[src/rtl/dt_req_stage_if.sv]
// Data-memory request channel between the EX->DT stage and the data memory.
// The stage drives the request as master; the memory answers with gnt/rvalid/rdata.
interface dt_req_stage_if #(
    parameter int ADDR_WD = 32,
    parameter int DATA_WD = 32,
    parameter int SEL_WD  = DATA_WD / 8
);
    logic               mem_req;
    logic               mem_wen;
    logic [SEL_WD-1:0]  mem_sel;
    logic [ADDR_WD-1:0] mem_addr;
    logic [DATA_WD-1:0] mem_wdata;
    logic               mem_gnt;
    logic               mem_rvalid;
    logic [DATA_WD-1:0] mem_rdata;

    modport master (
        output mem_req, mem_wen, mem_sel, mem_addr, mem_wdata,
        input  mem_gnt, mem_rvalid, mem_rdata
    );

    modport slave (
        input  mem_req, mem_wen, mem_sel, mem_addr, mem_wdata,
        output mem_gnt, mem_rvalid, mem_rdata
    );
endinterface

[src/rtl/dt_req_stage.sv]
// EX->DT pipeline register with a variable-latency data-memory request engine.
// Optional misaligned-access rejection is compiled in with DT_MISALIGN_CHK_EN.
module dt_req_stage #(
    parameter int PAYLOAD_WD = 76,
    parameter int ADDR_WD    = 32,
    parameter int DATA_WD    = 32,
    parameter int SEL_WD     = DATA_WD / 8,
    parameter int STALL_WD   = 6,
    parameter int STAGE_IDX  = 4
) (
    input  logic                  clk,
    input  logic                  rst,
    input  logic                  flush,
    input  logic [STALL_WD-1:0]   stall,
    input  logic [PAYLOAD_WD-1:0] ex_payload,
    input  logic                  ex_mem_en,
    input  logic                  ex_mem_wen,
    input  logic [SEL_WD-1:0]     ex_mem_sel,
    input  logic [ADDR_WD-1:0]    ex_mem_addr,
    input  logic [DATA_WD-1:0]    ex_mem_wdata,
    dt_req_stage_if.master        mem,
    output logic [PAYLOAD_WD-1:0] dc_payload,
    output logic [DATA_WD-1:0]    dc_rdata,
    output logic                  stallreq
`ifdef DT_MISALIGN_CHK_EN
    ,
    output logic                  misalign,
    output logic [ADDR_WD-1:0]    bad_addr
`endif
);

    typedef enum logic [1:0] {
        ST_IDLE  = 2'd0,
        ST_REQ   = 2'd1,
        ST_WAIT  = 2'd2,
        ST_DRAIN = 2'd3
    } state_t;

    typedef struct packed {
        logic               wen;
        logic [SEL_WD-1:0]  sel;
        logic [ADDR_WD-1:0] addr;
        logic [DATA_WD-1:0] wdata;
    } req_t;

    state_t                state_r;
    state_t                state_nx_s;
    logic [PAYLOAD_WD-1:0] payload_r;
    logic [PAYLOAD_WD-1:0] payload_nx_s;
    req_t                  req_r;
    req_t                  req_nx_s;
    logic [DATA_WD-1:0]    dc_rdata_r;
    logic [DATA_WD-1:0]    dc_rdata_nx_s;
    logic [PAYLOAD_WD-1:0] dc_payload_r;
    logic                  mem_req_r;
    logic                  stallreq_r;

    logic                  stop_own_s;
    logic                  stop_next_s;
    logic                  idle_clr_s;
    logic                  idle_cap_s;
    logic                  mis_chk_s;
    logic                  unused_stall_s;

    assign stop_own_s     = stall[STAGE_IDX];
    assign stop_next_s    = stall[STAGE_IDX+1];
    assign unused_stall_s = ^stall;

    // Flush outranks bubble, bubble outranks capture; all only act while IDLE.
    assign idle_clr_s = (state_r == ST_IDLE) && (flush || (stop_own_s && !stop_next_s));
    assign idle_cap_s = (state_r == ST_IDLE) && !flush && !stop_own_s;

`ifdef DT_MISALIGN_CHK_EN
    logic                  misalign_r;
    logic                  misalign_nx_s;
    logic [ADDR_WD-1:0]    bad_addr_r;
    logic [ADDR_WD-1:0]    bad_addr_nx_s;

    function automatic logic [7:0] count_ones(input logic [SEL_WD-1:0] v);
        logic [7:0] cnt;
        cnt = 8'd0;
        for (int i = 0; i < SEL_WD; i++) begin
            cnt = cnt + {7'd0, v[i]};
        end
        return cnt;
    endfunction

    assign mis_chk_s = ((count_ones(ex_mem_sel) == 8'd4) && (ex_mem_addr[1:0] != 2'b00)) ||
                       ((count_ones(ex_mem_sel) == 8'd2) && (ex_mem_addr[0] != 1'b0));

    // Next value of the misalignment flag and offending address.
    always_comb begin
        misalign_nx_s = misalign_r;
        bad_addr_nx_s = bad_addr_r;
        if (idle_clr_s) begin
            misalign_nx_s = 1'b0;
            bad_addr_nx_s = '0;
        end else if (idle_cap_s) begin
            misalign_nx_s = mis_chk_s;
            bad_addr_nx_s = mis_chk_s ? ex_mem_addr : '0;
        end else begin
            misalign_nx_s = misalign_r;
            bad_addr_nx_s = bad_addr_r;
        end
    end

    // Misalignment registers travel alongside payload_r.
    always_ff @(posedge clk) begin
        if (rst) begin
            misalign_r <= 1'b0;
            bad_addr_r <= '0;
        end else begin
            misalign_r <= misalign_nx_s;
            bad_addr_r <= bad_addr_nx_s;
        end
    end

    assign misalign = misalign_r;
    assign bad_addr = bad_addr_r;
`else
    assign mis_chk_s = 1'b0;
`endif

    // Next-state and next-register computation for the request engine.
    always_comb begin
        state_nx_s    = state_r;
        payload_nx_s  = payload_r;
        req_nx_s      = req_r;
        dc_rdata_nx_s = dc_rdata_r;
        case (state_r)
            ST_IDLE: begin
                if (idle_clr_s) begin
                    payload_nx_s = '0;
                    req_nx_s     = '0;
                    state_nx_s   = ST_IDLE;
                end else if (idle_cap_s) begin
                    payload_nx_s = ex_payload;
                    req_nx_s     = {ex_mem_wen, ex_mem_sel, ex_mem_addr, ex_mem_wdata};
                    state_nx_s   = (ex_mem_en && !mis_chk_s) ? ST_REQ : ST_IDLE;
                end else begin
                    state_nx_s   = ST_IDLE;
                end
            end
            ST_REQ: begin
                if (mem.mem_gnt) begin
                    // A granted store is committed even when flushed.
                    if (req_r.wen) begin
                        state_nx_s = ST_IDLE;
                    end else if (flush) begin
                        state_nx_s = ST_DRAIN;
                    end else begin
                        state_nx_s = ST_WAIT;
                    end
                    if (flush) begin
                        payload_nx_s = '0;
                        req_nx_s     = '0;
                    end else begin
                        payload_nx_s = payload_r;
                    end
                end else if (flush) begin
                    payload_nx_s = '0;
                    req_nx_s     = '0;
                    state_nx_s   = ST_IDLE;
                end else begin
                    state_nx_s   = ST_REQ;
                end
            end
            ST_WAIT: begin
                if (mem.mem_rvalid) begin
                    state_nx_s = ST_IDLE;
                    if (flush) begin
                        payload_nx_s  = '0;
                        req_nx_s      = '0;
                    end else begin
                        dc_rdata_nx_s = mem.mem_rdata;
                    end
                end else if (flush) begin
                    payload_nx_s = '0;
                    req_nx_s     = '0;
                    state_nx_s   = ST_DRAIN;
                end else begin
                    state_nx_s   = ST_WAIT;
                end
            end
            ST_DRAIN: begin
                // The orphaned response is swallowed; flushes here change nothing.
                if (mem.mem_rvalid) begin
                    state_nx_s = ST_IDLE;
                end else begin
                    state_nx_s = ST_DRAIN;
                end
            end
            default: begin
                payload_nx_s = '0;
                req_nx_s     = '0;
                state_nx_s   = ST_IDLE;
            end
        endcase
    end

    // State, pipeline registers and registered outputs derived from next state.
    always_ff @(posedge clk) begin
        if (rst) begin
            state_r      <= ST_IDLE;
            payload_r    <= '0;
            req_r        <= '0;
            dc_rdata_r   <= '0;
            dc_payload_r <= '0;
            mem_req_r    <= 1'b0;
            stallreq_r   <= 1'b0;
        end else begin
            state_r      <= state_nx_s;
            payload_r    <= payload_nx_s;
            req_r        <= req_nx_s;
            dc_rdata_r   <= dc_rdata_nx_s;
            dc_payload_r <= (state_nx_s == ST_IDLE) ? payload_nx_s : '0;
            mem_req_r    <= (state_nx_s == ST_REQ);
            stallreq_r   <= (state_nx_s != ST_IDLE);
        end
    end

    assign mem.mem_req   = mem_req_r;
    assign mem.mem_wen   = req_r.wen;
    assign mem.mem_sel   = req_r.sel;
    assign mem.mem_addr  = req_r.addr;
    assign mem.mem_wdata = req_r.wdata;

    assign dc_payload = dc_payload_r;
    assign dc_rdata   = dc_rdata_r;
    assign stallreq   = stallreq_r;

endmodule

[src/flat_wrapper.sv]
// flat-port wrapper written by rule: the top's interface ports become plain ports
module dt_req_stage_flat 
#(
    parameter int PAYLOAD_WD = 76,
    parameter int ADDR_WD    = 32,
    parameter int DATA_WD    = 32,
    parameter int SEL_WD     = DATA_WD / 8,
    parameter int STALL_WD   = 6,
    parameter int STAGE_IDX  = 4
)
  (clk, rst, flush, stall, ex_payload, ex_mem_en, ex_mem_wen, ex_mem_sel, ex_mem_addr, ex_mem_wdata, dc_payload, dc_rdata, stallreq, mem_mem_req, mem_mem_wen, mem_mem_sel, mem_mem_addr, mem_mem_wdata, mem_mem_gnt, mem_mem_rvalid, mem_mem_rdata);
  dt_req_stage_if #(.ADDR_WD(ADDR_WD), .DATA_WD(DATA_WD), .SEL_WD(SEL_WD)) mem_i ();
  input  logic clk;
  input  logic rst;
  input  logic flush;
  input  logic [STALL_WD-1:0] stall;
  input  logic [PAYLOAD_WD-1:0] ex_payload;
  input  logic ex_mem_en;
  input  logic ex_mem_wen;
  input  logic [SEL_WD-1:0] ex_mem_sel;
  input  logic [ADDR_WD-1:0] ex_mem_addr;
  input  logic [DATA_WD-1:0] ex_mem_wdata;
  output logic [PAYLOAD_WD-1:0] dc_payload;
  output logic [DATA_WD-1:0] dc_rdata;
  output logic stallreq;
  output wire logic [$bits(mem_i.mem_req)-1:0] mem_mem_req;
  output wire logic [$bits(mem_i.mem_wen)-1:0] mem_mem_wen;
  output wire logic [$bits(mem_i.mem_sel)-1:0] mem_mem_sel;
  output wire logic [$bits(mem_i.mem_addr)-1:0] mem_mem_addr;
  output wire logic [$bits(mem_i.mem_wdata)-1:0] mem_mem_wdata;
  input wire logic [$bits(mem_i.mem_gnt)-1:0] mem_mem_gnt;
  input wire logic [$bits(mem_i.mem_rvalid)-1:0] mem_mem_rvalid;
  input wire logic [$bits(mem_i.mem_rdata)-1:0] mem_mem_rdata;
  assign mem_mem_req = mem_i.mem_req;
  assign mem_mem_wen = mem_i.mem_wen;
  assign mem_mem_sel = mem_i.mem_sel;
  assign mem_mem_addr = mem_i.mem_addr;
  assign mem_mem_wdata = mem_i.mem_wdata;
  assign mem_i.mem_gnt = mem_mem_gnt;
  assign mem_i.mem_rvalid = mem_mem_rvalid;
  assign mem_i.mem_rdata = mem_mem_rdata;
  dt_req_stage #(.PAYLOAD_WD(PAYLOAD_WD), .ADDR_WD(ADDR_WD), .DATA_WD(DATA_WD), .SEL_WD(SEL_WD), .STALL_WD(STALL_WD), .STAGE_IDX(STAGE_IDX)) u_core (.clk(clk), .rst(rst), .flush(flush), .stall(stall), .ex_payload(ex_payload), .ex_mem_en(ex_mem_en), .ex_mem_wen(ex_mem_wen), .ex_mem_sel(ex_mem_sel), .ex_mem_addr(ex_mem_addr), .ex_mem_wdata(ex_mem_wdata), .mem(mem_i), .dc_payload(dc_payload), .dc_rdata(dc_rdata), .stallreq(stallreq));
endmodule
[config.mk]
export PLATFORM = sky130hd
export DESIGN_NAME = dt_req_stage_flat
export DESIGN_NICKNAME = d
export VERILOG_FILES = /design/src/rtl/dt_req_stage_if.sv /design/src/rtl/dt_req_stage.sv /design/src/flat_wrapper.sv
export SDC_FILE = /design/constraint.sdc
export NUM_CORES = 1
export LEC_CHECK = 0
export ABC_AREA = 1
export CAP_MARGIN = 20
export CORE_ASPECT_RATIO = 0.8
export CORE_MARGIN = 2
export CORE_UTILIZATION = 40
export CTS_CLUSTER_SIZE = 24
export DETAILED_ROUTE_END_ITERATION = 16
export HOLD_SLACK_MARGIN = 0.06
export MAX_ROUTING_LAYER = met4
export PLACE_DENSITY = 0.73
export SLEW_MARGIN = 20
export SYNTH_ARGS = -nofsm -noshare
export SYNTH_HDL_FRONTEND = slang
export SYNTH_SLANG_ARGS = --single-unit
[constraint.sdc]
create_clock -name clk -period 2.1 [get_ports clk]
set_clock_uncertainty 0.05 [all_clocks]
set_input_delay 0.525 -clock clk [delete_from_list [all_inputs] [get_ports clk]]
set_output_delay 0.525 -clock clk [all_outputs]
set_load 0.03 [all_outputs]
==> results.sh, run 1 <==
export IMPL_min_period_over_period=0.980
export IMPL_totalPowerFinal_mw=11.9
export IMPL_worst_pin_slew_ns=0.404
export IMPL_post_route_util=0.603
export IMPL_leakage_nw=8.45
export IMPL_drive_gt1_frac=0.0617
export IMPL_setup_tns_ns=0
export IMPL_root_buffer="clkbuf_16"
export IMPL_dieArea_mm2=0.0273
export IMPL_slowest_delay_ns=0.66
export IMPL_fin_cells=2157
export IMPL_initial_utilization=0.409
export IMPL_rows=52
export IMPL_syn_num_nets=1679
export IMPL_synth_area_leader_cell="dfxtp_1"
export IMPL_setup_violations=0
export IMPL_gp_congestion=0.874
export IMPL_crit_slowest_cell="clkdlybuf4s50_1"
export IMPL_synthesis_area_mm2=0.0104
export IMPL_synth_seq_area_share=0.496
export IMPL_grt_pass1_vias=9508
export IMPL_io_buffers=363
export IMPL_numCtsBuffers=27
export IMPL_clock_sinks=257
export IMPL_fin_area_mm2=0.0153
export IMPL_crit_fanout=1
export IMPL_cp_cell_sequence="clkdlybuf4s50_1"
export IMPL_hold_viol=0
export IMPL_grt_pass1_wl_um=48400
export IMPL_ant_nets=0
export IMPL_outcome="completed"
export IMPL_antenna_found_initial=1
export IMPL_fp_dieW_um=184
export IMPL_grt_overflow=0
export IMPL_fin_nets=2009
export IMPL_drtPass1Iterations=6
export IMPL_yosysTopAreaCellShare=0.496
export IMPL_cp_top_family="buffers and inverters"
export IMPL_slew_limit_headroom=0.732
export IMPL_yosys_top_cells_area="dfxtp_1 (50%), nand2_1 (20%), nor2_1 (8.1%)"
export IMPL_ys_ff_latch=257
export IMPL_wl_per_cell_um=14.1
export IMPL_fill_cells=2353
export IMPL_netlist_instances=1484
export IMPL_drt_iter0_drc=588
export IMPL_syn_avg_cell_area_um2=7.00
export IMPL_ir_drop_v=0.000560
export IMPL_slew_violations=0
export IMPL_yosysWarnings=0
export IMPL_num_vias=10000
export IMPL_postCtsSetupRepairBufs=0
export IMPL_cts_tree="yes"
export IMPL_ioPinCount=368
export IMPL_fmax_ghz=0.486
export IMPL_crit_type="register to output port"
export IMPL_wirelength_um=30500
export IMPL_crit_path_start_kind="register"
export IMPL_drc_errors=0
export IMPL_dp_cells=2109
export IMPL_syn2layout_area_growth_pct=47.3
export IMPL_hpwl_um=20900
export IMPL_period_minus_slack_ns=2.06
export IMPL_rsz0062_at_grt="false"
export IMPL_holdCritPathClass="register to register"
export IMPL_cts_hold_fix_buffers=0
export IMPL_clk_path_buf_depth=3
export IMPL_crit_path_end_kind="output port"
export IMPL_grt_max_degree=70
export IMPL_cap_violations=0
export IMPL_clock_latency_ns=0.53
export IMPL_coreArea_mm2=0.0254
export IMPL_grtUsageTotal=0.226
export IMPL_critPathArrivalTime_ns=1.48
export IMPL_fp_dieH_um=148
export IMPL_power_density_mw_per_mm2=776
export IMPL_clk_pin_slew_ns=0.05
export IMPL_vias_per_cell=4.66
export IMPL_required_ns=1.52
export IMPL_placed_area_mm2=0.0145
export IMPL_cp_num_buf_inv=1
export IMPL_htreeDepth=1
export IMPL_synth_cell_type_count=23
-- cells in the final DEF (no fill, tap or decap) --
cell type / count
clkinv_4: 1
nor2_1: 225
dlymetal6s2s_1: 10
buf_4: 14
clkinvlp_4: 1
dfxtp_1: 257
nor2_4: 2
o21ai_0: 51
bufinv_16: 6
clkbuf_1: 2
ha_2: 1
inv_4: 2
a21oi_1: 18
nand2_1: 556
inv_6: 1
o21ai_1: 10
clkinv_2: 2
clkbuf_16: 27
inv_1: 83
dlygate4sd2_1: 168
clkbuf_8: 7
a21oi_2: 11
nand3_1: 148
nand3_2: 1
ha_1: 5
inv_2: 8
clkdlybuf4s50_1: 185
buf_12: 27
nand4_1: 1
nand2_2: 2
diode_2: 1
-- where the power goes --
group          internal [mW]  total (mW)  switching [mW]  leakage [nW]
Combinational          0.675        1.50           0.824          5.88
Sequential              5.02        5.08          0.0629          2.09
Clock                   3.33        5.29            1.97         0.487
-- Yosys cell counts (all sizes together) --
cell / instances
a21oi: 29
buf: 72
clkbuf: 31
clkinv: 2
dfxtp: 257
ha: 6
inv: 91
nand2: 558
nand3: 149
nand4: 1
nor2: 227
o21ai: 61
-- per-stage QoR --
step | setup slack [ns] | hold WS (ns)
after floorplan | 0.311 | 0.470
after global placement | -0.108 | 0.411
after detailed placement | -0.0994 | 0.421
after CTS | 0.000519 | 0.430
after global routing | 0.00583 | 0.446
final | 0.0419 | 0.423
-- final cells by class --
| class | instances | area, µm² | area share |
|---|---|---|---|
| multi-input cells | 1031 | 4290 | 0.281 |
| diodes | 1 | 2.50 | 0.000164 |
| inverters | 93 | 354 | 0.0232 |
| repair buffers | 404 | 4090 | 0.268 |
| well taps | 324 | 405 | 0.0265 |
| clock inverters | 11 | 215 | 0.0141 |
| flip-flops and latches | 257 | 5140 | 0.337 |
| clock buffers | 36 | 779 | 0.0510 |
-- per-layer routing --
layer  part of all wire  vias to the layer above  routed length [µm]  global-route usage
met5                  0                        -                   0                   -
met4              0.030                        0                 915              0.0704
met3              0.094                       64                2850              0.0644
met2               0.46                      343               14000               0.366
met1               0.42                     4414               12700               0.272
li1                   -                     5220                   -                   -
-- worst paths after layout --
check             slack [ns]  depth (start not counted)                                    to                            startpoint
setup / recovery        0.04                          1                        dc_payload[49]      u_core.dc_payload[49]$_SDFF_PP0_
hold / removal          0.42                          2  u_core.mem.mem_addr[20]$_SDFFE_PP0P_  u_core.mem.mem_addr[20]$_SDFFE_PP0P_
setup reg to reg        0.25                         10      u_core.dc_payload[40]$_SDFF_PP0_          u_core.state_r[0]$_SDFF_PP0_
hold reg to reg         0.42                          2  u_core.mem.mem_addr[20]$_SDFFE_PP0P_  u_core.mem.mem_addr[20]$_SDFFE_PP0P_
-- kinds of logic after synthesis --
kind of cell,share of synthesized area
flip-flops,0.496
buffers and inverters,0.0918
AND/OR/NAND/NOR,0.358
adder cells (fa/ha/maj),0.00723
AO/OA/AOI/OAI,0.0474
-- sequential cells by signal, indices dropped and copies added, names as in the netlist --
signal / flops
u_core.dc_payload: 76
u_core.payload_r: 76
u_core.dc_rdata: 32
u_core.mem.mem_addr: 32
u_core.mem.mem_wdata: 32
u_core.mem.mem_sel: 4
u_core.state_r: 2
u_core.mem.mem_req: 1
u_core.mem.mem_wen: 1
u_core.stallreq: 1
-- repair_timing --
item,in CTS,in global routing
endpoints found under the setup margin,168,10
endpoints found under the hold margin,0,0
gates resized for setup,168,10
Note: power is estimated with default switching activity, not from simulation.
==> run 2, diff against run 1 <==
--- a/config.mk
+++ b/config.mk
@@ -6,7 +6,6 @@
 export NUM_CORES = 1
 export LEC_CHECK = 0
 export ABC_AREA = 1
-export CAP_MARGIN = 20
 export CORE_ASPECT_RATIO = 0.8
 export CORE_MARGIN = 2
 export CORE_UTILIZATION = 40
==> results of run 2 <==
Final layout, timing and power as in run 1 (identical DEF).
==> run 3, diff against run 2 <==
--- a/config.mk
+++ b/config.mk
@@ -6,6 +6,7 @@
 export NUM_CORES = 1
 export LEC_CHECK = 0
 export ABC_AREA = 1
+export CAP_MARGIN = 20
 export CORE_ASPECT_RATIO = 0.8
 export CORE_MARGIN = 2
 export CORE_UTILIZATION = 40
@@ -14,7 +15,7 @@
 export HOLD_SLACK_MARGIN = 0.06
 export MAX_ROUTING_LAYER = met4
 export PLACE_DENSITY = 0.73
-export SLEW_MARGIN = 20
+export SLEW_MARGIN = 0
 export SYNTH_ARGS = -nofsm -noshare
 export SYNTH_HDL_FRONTEND = slang
 export SYNTH_SLANG_ARGS = --single-unit
==> results of run 3 <==
Final layout, timing and power as in run 1 (identical DEF).
